[config.mk]
export PLATFORM = sky130hd
export DESIGN_NAME = fetch_queue
export DESIGN_NICKNAME = d
export VERILOG_FILES = /design/src/rtl/fetch_queue.sv
export SDC_FILE = /design/constraint.sdc
export NUM_CORES = 1
export LEC_CHECK = 0
export BUFFER_PORTS_ARGS = -buffer_cell sky130_fd_sc_hd__buf_2
export CAP_MARGIN = 20
export CELL_PAD_IN_SITES_DETAIL_PLACEMENT = 1
export CELL_PAD_IN_SITES_GLOBAL_PLACEMENT = 1
export CORE_MARGIN = 2
export CORE_UTILIZATION = 50
export CTS_CLUSTER_SIZE = 8
export DETAILED_ROUTE_END_ITERATION = 8
export MAX_ROUTING_LAYER = met4
export PLACE_DENSITY_LB_ADDON = 0.1
export SETUP_SLACK_MARGIN = 0.4
export SLEW_MARGIN = 20
export SYNTH_ARGS = -nofsm -noshare
export SYNTH_HDL_FRONTEND = slang
export SYNTH_SLANG_ARGS = --single-unit
[constraint.sdc]
create_clock -name clk -period 13.07 [get_ports clk]
set_input_delay 2.614 -clock clk [delete_from_list [all_inputs] [get_ports clk]]
set_output_delay 2.614 -clock clk [all_outputs]
set_load 0.005 [all_outputs]
[src/rtl/fetch_queue.sv]
// fetch_queue: sequential instruction fetch with a credit-limited FIFO and redirect flush
module fetch_queue #(
  parameter int XLEN = 32,
  parameter int DEPTH = 4,
  parameter logic [XLEN-1:0] RESET_PC = '0
) (
  input  logic                    clk,
  input  logic                    reset,
  output logic                    imem_req,
  output logic [XLEN-1:0]         imem_addr,
  input  logic [XLEN-1:0]         imem_rdata,
  output logic                    inst_valid,
  output logic [XLEN-1:0]         inst,
  output logic [XLEN-1:0]         inst_pc,
  input  logic                    inst_ready,
  input  logic                    redirect_valid,
  input  logic [XLEN-1:0]         redirect_pc,
  output logic [$clog2(DEPTH):0]  occupancy
);
  localparam int AW = $clog2(DEPTH);
  localparam int CW = AW + 1;
  logic [XLEN-1:0]   fetch_pc_q, fetch_pc_d, inflight_pc_q, inflight_pc_d;
  logic [XLEN-1:0]   last_pc_q, last_pc_d, last_inst_q, last_inst_d;
  logic              inflight_q, inflight_d;
  logic [AW-1:0]     wptr_q, wptr_d, rptr_q, rptr_d;
  logic [CW-1:0]     count_q, count_d;
  logic [2*XLEN-1:0] fifo_q [DEPTH];
  logic [2*XLEN-1:0] head;
  logic              push, pop;
  // Credit-limited issue, FIFO bookkeeping and head output holding; redirect overrides all
  always_comb begin
    head = fifo_q[rptr_q];
    inst_valid = count_q != '0;
    imem_req = reset & ~redirect_valid & ((count_q + CW'(inflight_q)) < CW'(DEPTH));
    imem_addr = fetch_pc_q;
    push = inflight_q & ~redirect_valid;
    pop = inst_valid & inst_ready & ~redirect_valid;
    fetch_pc_d = redirect_valid ? {redirect_pc[XLEN-1:2], 2'b00} : imem_req ? fetch_pc_q + XLEN'(4) : fetch_pc_q;
    inflight_d = imem_req;
    inflight_pc_d = imem_req ? fetch_pc_q : inflight_pc_q;
    count_d = redirect_valid ? '0 : count_q + CW'(push) - CW'(pop);
    wptr_d = redirect_valid ? '0 : wptr_q + AW'(push);
    rptr_d = redirect_valid ? '0 : rptr_q + AW'(pop);
    last_pc_d = inst_valid ? head[2*XLEN-1:XLEN] : last_pc_q;
    last_inst_d = inst_valid ? head[XLEN-1:0] : last_inst_q;
    inst_pc = inst_valid ? head[2*XLEN-1:XLEN] : last_pc_q;
    inst = inst_valid ? head[XLEN-1:0] : last_inst_q;
    occupancy = count_q;
  end
  // Control and held-output registers, cleared asynchronously
  always_ff @(posedge clk or negedge reset) begin
    if (!reset) begin
      fetch_pc_q <= {RESET_PC[XLEN-1:2], 2'b00};
      inflight_q <= 1'b0;
      inflight_pc_q <= '0;
      count_q <= '0;
      wptr_q <= '0;
      rptr_q <= '0;
      last_pc_q <= '0;
      last_inst_q <= '0;
    end else begin
      fetch_pc_q <= fetch_pc_d;
      inflight_q <= inflight_d;
      inflight_pc_q <= inflight_pc_d;
      count_q <= count_d;
      wptr_q <= wptr_d;
      rptr_q <= rptr_d;
      last_pc_q <= last_pc_d;
      last_inst_q <= last_inst_d;
    end
  end
  // FIFO storage; contents need no reset since count gates visibility
  always_ff @(posedge clk) begin
    if (push) fifo_q[wptr_q] <= {inflight_pc_q, imem_rdata};
  end
  // Credit accounting must never let a response land in a full FIFO
  a_no_overflow: assert property (@(posedge clk) disable iff (!reset) !(push && count_q == CW'(DEPTH)));
endmodule

After elaboration in Yosys (flattened, before gate mapping)
Memories as Yosys holds them, arrays and structs flattened.
Cells that the tools add are included.
- register bits: 136
- bits in latches: 0
- memory bits (writable): 256
- ROM bits: 0
- bits of input ports: 68
- memories kept: 1
- add/subtract/negate cells: 6
- multipliers: 0
- div/mod/pow operators: 0
- magnitude comparators: 1
- eq/ne operators: 0
- shift-type cells: 0
- mux-type cells: 9
- bitwise gates (word level): 6
- reduce and logical (&&, ||, !) cells: 2
- memory list (name ; words ; width ; read ports ; clocked after Yosys merged registers in ; wr ports ; RTL line ; text):
    fifo_q ; 4 ; 64 ; 1 ; 0 ; 1 ; 27 ; logic [2*XLEN-1:0] fifo_q [DEPTH];
- operator list (operator ; count):
    2-to-1 mux 32 bit ; 4
    adder 32 x 3 -> 32 bit, second input constant ; 1
    adder 3 x 1 -> 3 bit ; 2
    AND 1 bit ; 5
    adder 2 x 1 -> 2 bit ; 2
    2-to-1 mux 2 bit ; 2
    less-than comparator 3 bit, second input constant ; 1
    2-to-1 mux 3 bit ; 1
    nonzero test 3 bit ; 1
    subtractor 3 x 1 -> 3 bit ; 1
    2-to-1 mux 1 bit ; 2
    nonzero test 2 bit ; 1
    NOT 1 bit ; 1

Logic depth before layout (Yosys ltp)
Gate-level depths: netlist of the first run.
- word-level depth: 5
- gate-level depth with buffers: 11
- mapped depth without buffers: 10

Worst setup path before layout of the first run
OpenSTA, ideal clock, no wires.
- path type: input to register
- start point: input redirect_valid
- end point: memory fifo_q[2][0] (netlist bit) (enable)
- library setup time: 571 ps
- arrival time: 7590 ps
- data required time: 12499 ps
- slack: 4909 ps
- stages on the path: 4
- cell sequence: clkbuf_1 clkinv_1 nand2_1 nor3b_1
- cells in the longest elaborated chain, start to end: 4
- RTL lines (what ; RTL line ; text):
    from (decl) ; 16 ; input logic redirect_valid,
    NOT 1 bit ; 36 ; push = inflight_q & ~redirect_valid;
    AND 1 bit ; 36 ;
    2-to-1 mux 1 bit ; 74 ; if (push) fifo_q[wptr_q] <= {inflight_pc_q, imem_rdata};
    2-to-1 mux 1 bit (implied by the code) ; 74 ;
    to (decl) ; 27 ;
Every way passes these cells.

Worst setup path after layout of the first run
- start point: input reset
- end point: output imem_req
- cells in the longest elaborated chain, start to end: 2
- RTL lines (what ; RTL line ; text):
    from (decl) ; 8 ; input logic reset,
    AND 1 bit (2 in series) ; 34 ; imem_req = reset & ~redirect_valid & ((count_q + CW'(inflight_q)) < CW'(DEPTH));
    to (decl) ; 9 ; output logic imem_req,
Every way passes these cells.

==> results by group, run 1 <==
Routing
  – DRT iter0 DRCs: 480
  – Wire per inst: 23.0 um
  – Via/cell ratio: 5.57
  – DRT antenna net count: 0
  – Via Count: 7,714
  – TritonRoute pass-1 iters: 4
  – Final WL: 31,900 um
  – # DRC: 0

Clock tree
  – Clk buf depth: 3
  – H-Tree Depth: 2
  – Post-CTS resize count: 0
  – Post-CTS setup buffer count: 0
  – TritonCTS clock tree: done
  – Clock buffer count from CTS: 53
  – CTS sink cnt: 380
  – Clk slew on worst S/H paths: 0.05 ns
  – Hold buffer count at cts: 0
  – Clock Root Buffer: clkbuf_16
  – Worst-Skew Late Latency: 0.54 ns

Synthesis
  – Mapped Cells: 775
  – Top FF cell, synth: edfxtp_1
  – Post-Syn Area per Cell: 18.8 um2
  – Area of the mapped netlist: 0.0146 mm2
  – Synthesis warning total: 0
  – Synth area leaders: edfxtp_1, dfrtp_1, mux4_2
  – Post-synth top area share: 0.510
  – Post-synth EDFFs: 248
  – Sequential share of the synthesized area: 0.737
  – Synth top cells by count: edfxtp_1, dfrtp_1, mux2_2, mux4_2, nand2_1
  – Most frequent cell after synthesis: edfxtp_1
  – Register bit total from synthesis: 380
  – FFs w/ async S/R, synth: 0.347
  – Post-synth top area cell: edfxtp_1
  – Unique masters post-synth: 49

Timing
  – Worst-Margin Slew: 1.08 ns
  – Setup Total Neg Slack: 0 ns
  – Min Tclk post-route: 6.70 ns
  – RSZ-0062 raised after global routing: false
  – Max-slew violation total from the final report: 0
  – Tcrit/Tclk final: 0.513
  – Fmax: 149 MHz
  – Clock skew: 0.0171 ns
  – Slew margin rel.: 0.281
  – Endpoints failing setup: 0
  – Final hold violations: 0
  – Worst Hold Slack: 0.480 ns

GRT
  – First-pass GRT wire length: 50,500 um
  – Largest net degree at the start of global routing: 73
  – Initial antenna violation count: 0
  – All-layer global routing usage: 0.224
  – Vias in the first global route: 8,723
  – GR Overflow Total: 0

Layout
  – Filler cells: 2,579
  – Share of layout cells above drive strength 1: 0.391
  – Final instance area: 0.0173 mm2
  – Antenna cell count: 0
  – Layout area overhead: 18.7%
  – Nets: 1,040
  – Layout Cells excl Fill: 1,386

Pwr
  – Comb pwr share: 0.219
  – Switching power: 0.000964 W
  – Pint: 0.00269 W
  – Lkg Pwr: 6.38 nW
  – Flop pwr share: 0.444
  – Power density cells: 211 mW/mm2
  – Switching part of the total: 0.263
  – Clk network pwr share: 0.337
  – Design Power: 0.00366 W
  – Maximum vdd drop: 0.000109 V

Critical path
  – Setup crit start kind: input port
  – Critical path's most frequent cell: inv_1
  – CP Depth: 7
  – CP max stage cell: buf_6
  – CP top delay family: buffers and inverters
  – Reg2reg path depth: 11
  – Worst path cell trace: buf_6 -> inv_1 -> a21oi_1 -> buf_4 -> nand2_1 -> inv_1 -> buf_2
  – Worst-path maximum fanout: 62
  – Setup crit end kind: primary output
  – Buf/Inv on CP: 5
  – WP data required: 10.46 ns
  – CP peak stage delay: 0.50 ns
  – Setup CP Type: in2out
  – Crit path DAT: 4.09 ns

Min path
  – Min-delay worst type: reg2reg
  – Hold path cells: 1

Floorplan
  – Die W: 175 um
  – Die area: 0.0306 mm2
  – Row cnt: 62
  – Die span in y: 175 um
  – Initial core utilization: 0.508
  – Core Region: 0.0287 mm2
  – I/O pin count: 169

Outcome
  – Outcome: complete, no violations

Placement
  – Placed cell area: 0.0158 mm2
  – Input/output buffers: 164
  – HPWL after DPL: 18,600 um
  – Cell count after placement: 1,295
  – GPL Wtd Cong: 0.804

Flow run
  – Max Cap Viol: 0
[state kept, by name, indices dropped and copies added (netlist names)]
signal	cells
imem_addr	30
occupancy	3
inflight_pc_q	30
last_pc_q	32
inflight_q	1
wptr_q	2
fifo_q	248
rptr_q	2
last_inst_q	32
[final timing paths]
check	startpoint	to	slack [ns]
min in group asynchronous	reset	last_inst_q[25]	2.09
max	reset	imem_req	6.37
max in group asynchronous	reset	rptr_q[0]	9.39
min reg2reg	last_pc_q[1]	last_pc_q[1]	0.48
max reg2reg	occupancy[1]	occupancy[2]	10.01
min	last_pc_q[1]	last_pc_q[1]	0.48
[cell usage in the layout, fill, tap and decap left out, types with 5 or more instances in the layout]
master	count
edfxtp_1	248
buf_2	163
dfrtp_1	130
mux2_2	90
mux4_2	62
clkbuf_16	53
nand2_1	43
clkbuf_1	37
o21ai_0	25
xnor2_1	19
nor4_1	12
nor2_1	10
nand4_1	10
nand3_1	10
buf_4	9
xor2_1	8
inv_1	7
and3_1	6
nor3_1	5
and4_1	5
ha_1	5
[layout make-up]
cell class	count	area, um2	share of cell area
Sequential cell	380	10800	0.621
Timing Repair Buffer	173	895	0.0517
Clock inverter	1	30.0	0.00173
Tap cell	384	480	0.0277
Inverter	9	33.8	0.00195
Multi-Input combinational cell	349	3650	0.211
Clock buffer	90	1470	0.0846
[power by group through the flow]
stage                     clock (W)  sequential, W  combinational (W)
after floorplan                   0        0.00159           0.000503
after global placement            0        0.00163           0.000794
after detailed placement          0        0.00165           0.000816
after CTS                   0.00127        0.00163           0.000824
after global routing        0.00131        0.00165           0.000876
final                       0.00123        0.00162           0.000801
[metrics by stage]
| stage | worst slack (ns) | utilization |
|---|---|---|
| 2_1_floorplan | 4.91 | - |
| 3_3_place_gp | 6.43 | 0.551 |
| 3_5_place_dp | 6.36 | 0.551 |
| 4_1_cts | 6.31 | 0.603 |
| 5_1_grt | 6.19 | 0.603 |
| 6_report | 6.37 | 0.603 |
[logic make-up after synthesis]
family	after synthesis	share of synthesized area
mux	153	0.166
compound gates	39	0.0157
flops	380	0.737
buf+inv	47	0.0147
simple gates	122	0.0449
xor+xnor	27	0.0162
other cells	1	0.000257
fa+ha+maj	6	0.00566
[layer usage]
| metal | part of all wire | global-route usage | up-vias | wire length, um |
|---|---|---|---|---|
| met5 | 0 | - | - | 0 |
| met4 | 0.025 | 0.0688 | 0 | 799 |
| met3 | 0.053 | 0.0346 | 57 | 1680 |
| met2 | 0.51 | 0.370 | 219 | 16100 |
| met1 | 0.42 | 0.290 | 4027 | 13300 |
| li1 | - | - | 3411 | - |
Power figures use the tool's default switching activity.
==> run 2, diff against run 1 <==
==> constraint.sdc (replaced) <==
create_clock -name clk -period 6.55 [get_ports clk]
set_input_delay 1.31 -clock clk [delete_from_list [all_inputs] [get_ports clk]]
set_output_delay 1.31 -clock clk [all_outputs]
set_load 0.005 [all_outputs]
==> results by group, run 2 (same netlist as run 1, synthesis figures left out) <==
Clock tree
  – Post-CTS setup buffer count: 0
  – Clock buffer count from CTS: 53
  – Clk slew on worst S/H paths: 0.05 ns
  – Clk buf depth: 3
  – CTS sink cnt: 380
  – Clock Root Buffer: clkbuf_16
  – H-Tree Depth: 2
  – Hold buffer count at cts: 0
  – Post-CTS resize count: 0
  – Worst-Skew Late Latency: 0.54 ns
  – TritonCTS clock tree: done

GRT
  – All-layer global routing usage: 0.225
  – GR Overflow Total: 0
  – Initial antenna violation count: 3
  – Met3 Usage GRT: 0.0431
  – GR Layer Usage met1: 0.282
  – Vias in the first global route: 8,862
  – Largest net degree at the start of global routing: 65
  – GRT Max-Usage Layer: met2
  – Met2 Usage GRT: 0.381
  – First-pass GRT wire length: 51,000 um

Routing
  – Final WL: 32,000 um
  – DRT antenna net count: 0
  – Wire per inst: 22.9 um
  – TritonRoute pass-1 iters: 4
  – Via Count: 7,731
  – Via/cell ratio: 5.54
  – # DRC: 0
  – DRT iter0 DRCs: 493

Layout
  – Util after Layout: 0.606
  – Share of layout cells above drive strength 1: 0.392
  – Max reg flops: 248
  – Layout area overhead: 19.2%
  – Nets: 1,044
  – Commonest non-fill, non-tap cell in the layout: edfxtp_1
  – Top Registers: fifo_q x248, last_inst_q x32, last_pc_q x32
  – Filler cells: 2,603
  – Reg with most FFs: fifo_q
  – Most frequent cells in the layout: edfxtp_1, buf_2, dfrtp_1
  – Layout Cells excl Fill: 1,396

Timing
  – Min Tclk post-route: 4.37 ns
  – Fmax: 229 MHz
  – RSZ-0062 raised after global routing: false
  – Endpoints failing setup: 0
  – Worst Hold Slack: 0.491 ns
  – Final hold violations: 0
  – Clock skew: 0.0183 ns
  – Max-slew violation total from the final report: 0
  – Tcrit/Tclk final: 0.668
  – Worst-Margin Slew: 1.07 ns
  – Slew margin rel.: 0.289
  – Setup Total Neg Slack: 0 ns

Floorplan
  – Die W: 175 um
  – Die area: 0.0306 mm2
  – Core Region: 0.0287 mm2
  – I/O pin count: 169
  – Row cnt: 62
  – Die span in y: 175 um
  – Initial core utilization: 0.508

Pwr
  – Power density cells: 421 mW/mm2
  – Design Power: 0.00733 W
  – Lkg Pwr: 6.41 nW
  – Maximum vdd drop: 0.000304 V

Flow run
  – Max Cap Viol: 0

Placement
  – GPL Wtd Cong: 0.801
  – HPWL after DPL: 19,000 um
  – Cell count after placement: 1,298
  – Input/output buffers: 164

Critical path
  – WP data required: 5.24 ns
  – CP Launch Point: reset
  – Setup crit start kind: input port
  – Setup crit end kind: primary output
  – Crit path DAT: 3.06 ns
  – Critical R2R Launch: occupancy[1]
  – Worst-path maximum fanout: 36
  – Setup CP Type: in2out

Outcome
  – Outcome: complete, no violations

Min path
  – Min-delay worst type: reg2reg
  – Hold path startpoint: last_pc_q[25]
[run 2: critical path, stage by stage]
cell     delay [ns]
buf_6          0.31
inv_1          0.16
a21oi_1        0.83
nand2_1        0.17
inv_1          0.11
buf_2          0.14
[run 2: layout make-up]
| class | instances | area [um2] | area share |
|---|---|---|---|
| antenna | 3 | 7.51 | 0.000432 |
| clock inverter | 1 | 30.0 | 0.00173 |
| inverter | 9 | 35.0 | 0.00201 |
| clock buffer | 93 | 1480 | 0.0849 |
| tap | 384 | 480 | 0.0276 |
| sequential | 380 | 10800 | 0.619 |
| timing repair buffer | 177 | 937 | 0.0539 |
| multi-input combinational | 349 | 3670 | 0.211 |
[run 2: worst paths after layout]
path	to	slack [ns]	cells past startpoint
setup / recovery	imem_req	2.18	6
hold / removal	last_pc_q[25]	0.49	1
max in group asynchronous	rptr_q[1]	4.63	2
min in group asynchronous	last_pc_q[10]	0.70	1
setup reg to reg	occupancy[2]	3.41	11
hold reg to reg	last_pc_q[25]	0.49	1
[run 2: stage by stage]
stage	instance area (um2)	setup slack (ns)
after detailed placement	15900	2.20
final	17400	2.18
after CTS	17400	1.98
after global routing	17400	1.95
after global placement	15900	2.23
after floorplan	14600	1.57
[run 2: routing by layer]
layer / part of all wire / vias up
li1: - / 3419
met4: 0.014 / 0
met1: 0.42 / 4074
met3: 0.048 / 39
met5: 0 / -
met2: 0.52 / 199
[run 2: power by group]
part	internal (W)	leakage [nW]	total (W)	switching (W)
logic	0.000842	1.87	0.00162	0.000781
clock network	0.00154	0.715	0.00246	0.000926
registers	0.00301	3.83	0.00324	0.000236
total	0.00539	6.41	0.00733	0.00194
==> run 3, diff against run 2 <==
--- a/config.mk
+++ b/config.mk
@@ -10,7 +10,7 @@
 export CELL_PAD_IN_SITES_DETAIL_PLACEMENT = 1
 export CELL_PAD_IN_SITES_GLOBAL_PLACEMENT = 1
 export CORE_MARGIN = 2
-export CORE_UTILIZATION = 50
+export CORE_UTILIZATION = 45
 export CTS_CLUSTER_SIZE = 8
 export DETAILED_ROUTE_END_ITERATION = 8
 export MAX_ROUTING_LAYER = met4
==> constraint.sdc (replaced) <==
create_clock -name clk -period 3.6 [get_ports clk]
set_input_delay 0.72 -clock clk [delete_from_list [all_inputs] [get_ports clk]]
set_output_delay 0.72 -clock clk [all_outputs]
set_load 0.005 [all_outputs]
==> results by group, run 3 (same netlist as run 1, synthesis figures left out) <==
Outcome
  – Outcome: complete, no violations

Layout
  – Top Registers: fifo_q x248, last_inst_q x32, last_pc_q x32
  – Most frequent cells in the layout: edfxtp_1, buf_2, dfrtp_1
  – Nets: 1,055
  – Commonest non-fill, non-tap cell in the layout: edfxtp_1
  – Reg with most FFs: fifo_q
  – Max reg flops: 248
  – Final instance area: 0.0176 mm2
  – Share of layout cells above drive strength 1: 0.403
  – Filler cells: 2,903
  – Layout Cells excl Fill: 1,426
  – Antenna cell count: 0
  – Layout area overhead: 20.8%

Clock tree
  – Clk slew on worst S/H paths: 0.05 ns
  – Clock Root Buffer: clkbuf_16
  – Clk buf depth: 3
  – Clock buffer count from CTS: 53
  – Hold buffer count at cts: 0
  – TritonCTS clock tree: done
  – H-Tree Depth: 2
  – CTS sink cnt: 380
  – Worst-Skew Late Latency: 0.56 ns

Timing
  – Tcrit/Tclk final: 0.860
  – Final hold violations: 0
  – Min Tclk post-route: 3.10 ns
  – Max-slew violation total from the final report: 0
  – Fmax: 323 MHz
  – Endpoints failing setup: 0
  – Setup Total Neg Slack: 0 ns
  – Clock skew: 0.0274 ns
  – Slew margin rel.: 0.432
  – Worst-Margin Slew: 0.853 ns
  – Worst Hold Slack: 0.289 ns
  – RSZ-0062 raised after global routing: false

Placement
  – GPL Wtd Cong: 0.805
  – Placed cell area: 0.0160 mm2
  – Input/output buffers: 164
  – Cell count after placement: 1,323
  – HPWL after DPL: 20,000 um

Floorplan
  – Die W: 184 um
  – Die span in y: 184 um
  – Core Region: 0.0317 mm2
  – I/O pin count: 169
  – Row cnt: 65
  – Initial core utilization: 0.460
  – Die area: 0.0339 mm2

Pwr
  – Clk network pwr share: 0.339
  – Power density cells: 766 mW/mm2
  – Pint: 0.00989 W
  – Flop pwr share: 0.434
  – Comb pwr share: 0.226
  – Lkg Pwr: 6.52 nW
  – Maximum vdd drop: 0.000411 V
  – Switching power: 0.00362 W
  – Switching part of the total: 0.268

Critical path
  – Worst-path maximum fanout: 18
  – Setup CP Type: reg2out
  – Setup crit end kind: primary output
  – Internal reg-to-reg setup slack: 1.16 ns
  – Buf/Inv on CP: 2
  – Reg2reg path depth: 10
  – R2R Path End: occupancy[2]
  – CP peak stage delay: 0.67 ns
  – Crit path DAT: 2.38 ns
  – Critical R2R Launch: occupancy[1]
  – CP top delay family: flip-flops
  – Setup crit start kind: flip-flop
  – Worst path cell trace: buf_4 -> mux4_2 -> mux2_2 -> buf_2
  – CP max stage cell: dfrtp_4
  – WP data required: 2.88 ns

Routing
  – DRT iter0 DRCs: 375
  – DRT antenna net count: 0
  – TritonRoute pass-1 iters: 4
  – # DRC: 0
  – Wire per inst: 23.3 um
  – Via/cell ratio: 5.46
  – Via Count: 7,785
  – Final WL: 33,200 um

GRT
  – Vias in the first global route: 8,879
  – All-layer global routing usage: 0.209
  – GR Overflow Total: 0
  – First-pass GRT wire length: 52,000 um
  – Initial antenna violation count: 0
  – Largest net degree at the start of global routing: 133

Flow run
  – Max Cap Viol: 0

Min path
  – Min-delay worst type: in2async
run 3: changes by cell type in the layout (fill, tap and decap cells not counted), moves of 2 or more:
cell / delta
buf_4: +3
clkbuf_16: +2
diode_2: -3
buf_12: +6
clkinv_2: +2
run 3: repair_timing:
action                                  CTS  global route
endpoints found under the setup margin   62            13
resized for setup                         1             1
setup buffers                             5             0
run 3: how the worst max path moves through the flow:
stage,from,endpoint,slack (ns),depth (start not counted)
2_1_floorplan,redirect_valid,fifo_q[2][0],0.44,4
3_3_place_gp,rptr_q[0],inst_pc[12],0.83,4
3_5_place_dp,occupancy[1],inst_pc[2],0.81,5
4_1_cts,rptr_q[1],inst[10],0.45,4
5_1_grt,rptr_q[1],inst[22],0.41,4
6_report,rptr_q[1],inst[17],0.50,4
run 3: cell type report:
type,instances,area [um2],area share
sequential,380,10800,0.610
multi-input combinational,349,3670,0.208
tap,402,503,0.0285
inverter,9,36.3,0.00206
timing repair buffer,188,1120,0.0634
clock inverter,2,13.8,0.000781
clock buffer,96,1530,0.0868
run 3: through the flow:
step            util  setup slack, ns  total power [W]
2_1_floorplan      -            0.438          0.00761
3_3_place_gp   0.505            0.828          0.00887
3_5_place_dp   0.505            0.808          0.00902
4_1_cts        0.556            0.445           0.0137
5_1_grt        0.556            0.405           0.0142
6_report       0.556            0.505           0.0135
run 3: power groups by stage:
stage	combinational, W	sequential [W]	clock [W]
4_1_cts	0.00314	0.00588	0.00469
3_3_place_gp	0.00296	0.00591	0
3_5_place_dp	0.00304	0.00597	0
2_1_floorplan	0.00183	0.00578	0
6_report	0.00306	0.00587	0.00458
5_1_grt	0.00336	0.00594	0.00485
run 3: metal layers:
metal  routed length (um)  GRT usage  share of wire  vias up
met3                 1410     0.0357          0.043       51
li1                     -          -              -     3444
met1                14300      0.268           0.43     4102
met4                  590     0.0490          0.018        0
met2                16900      0.351           0.51      188
met5                    0          -              0        -
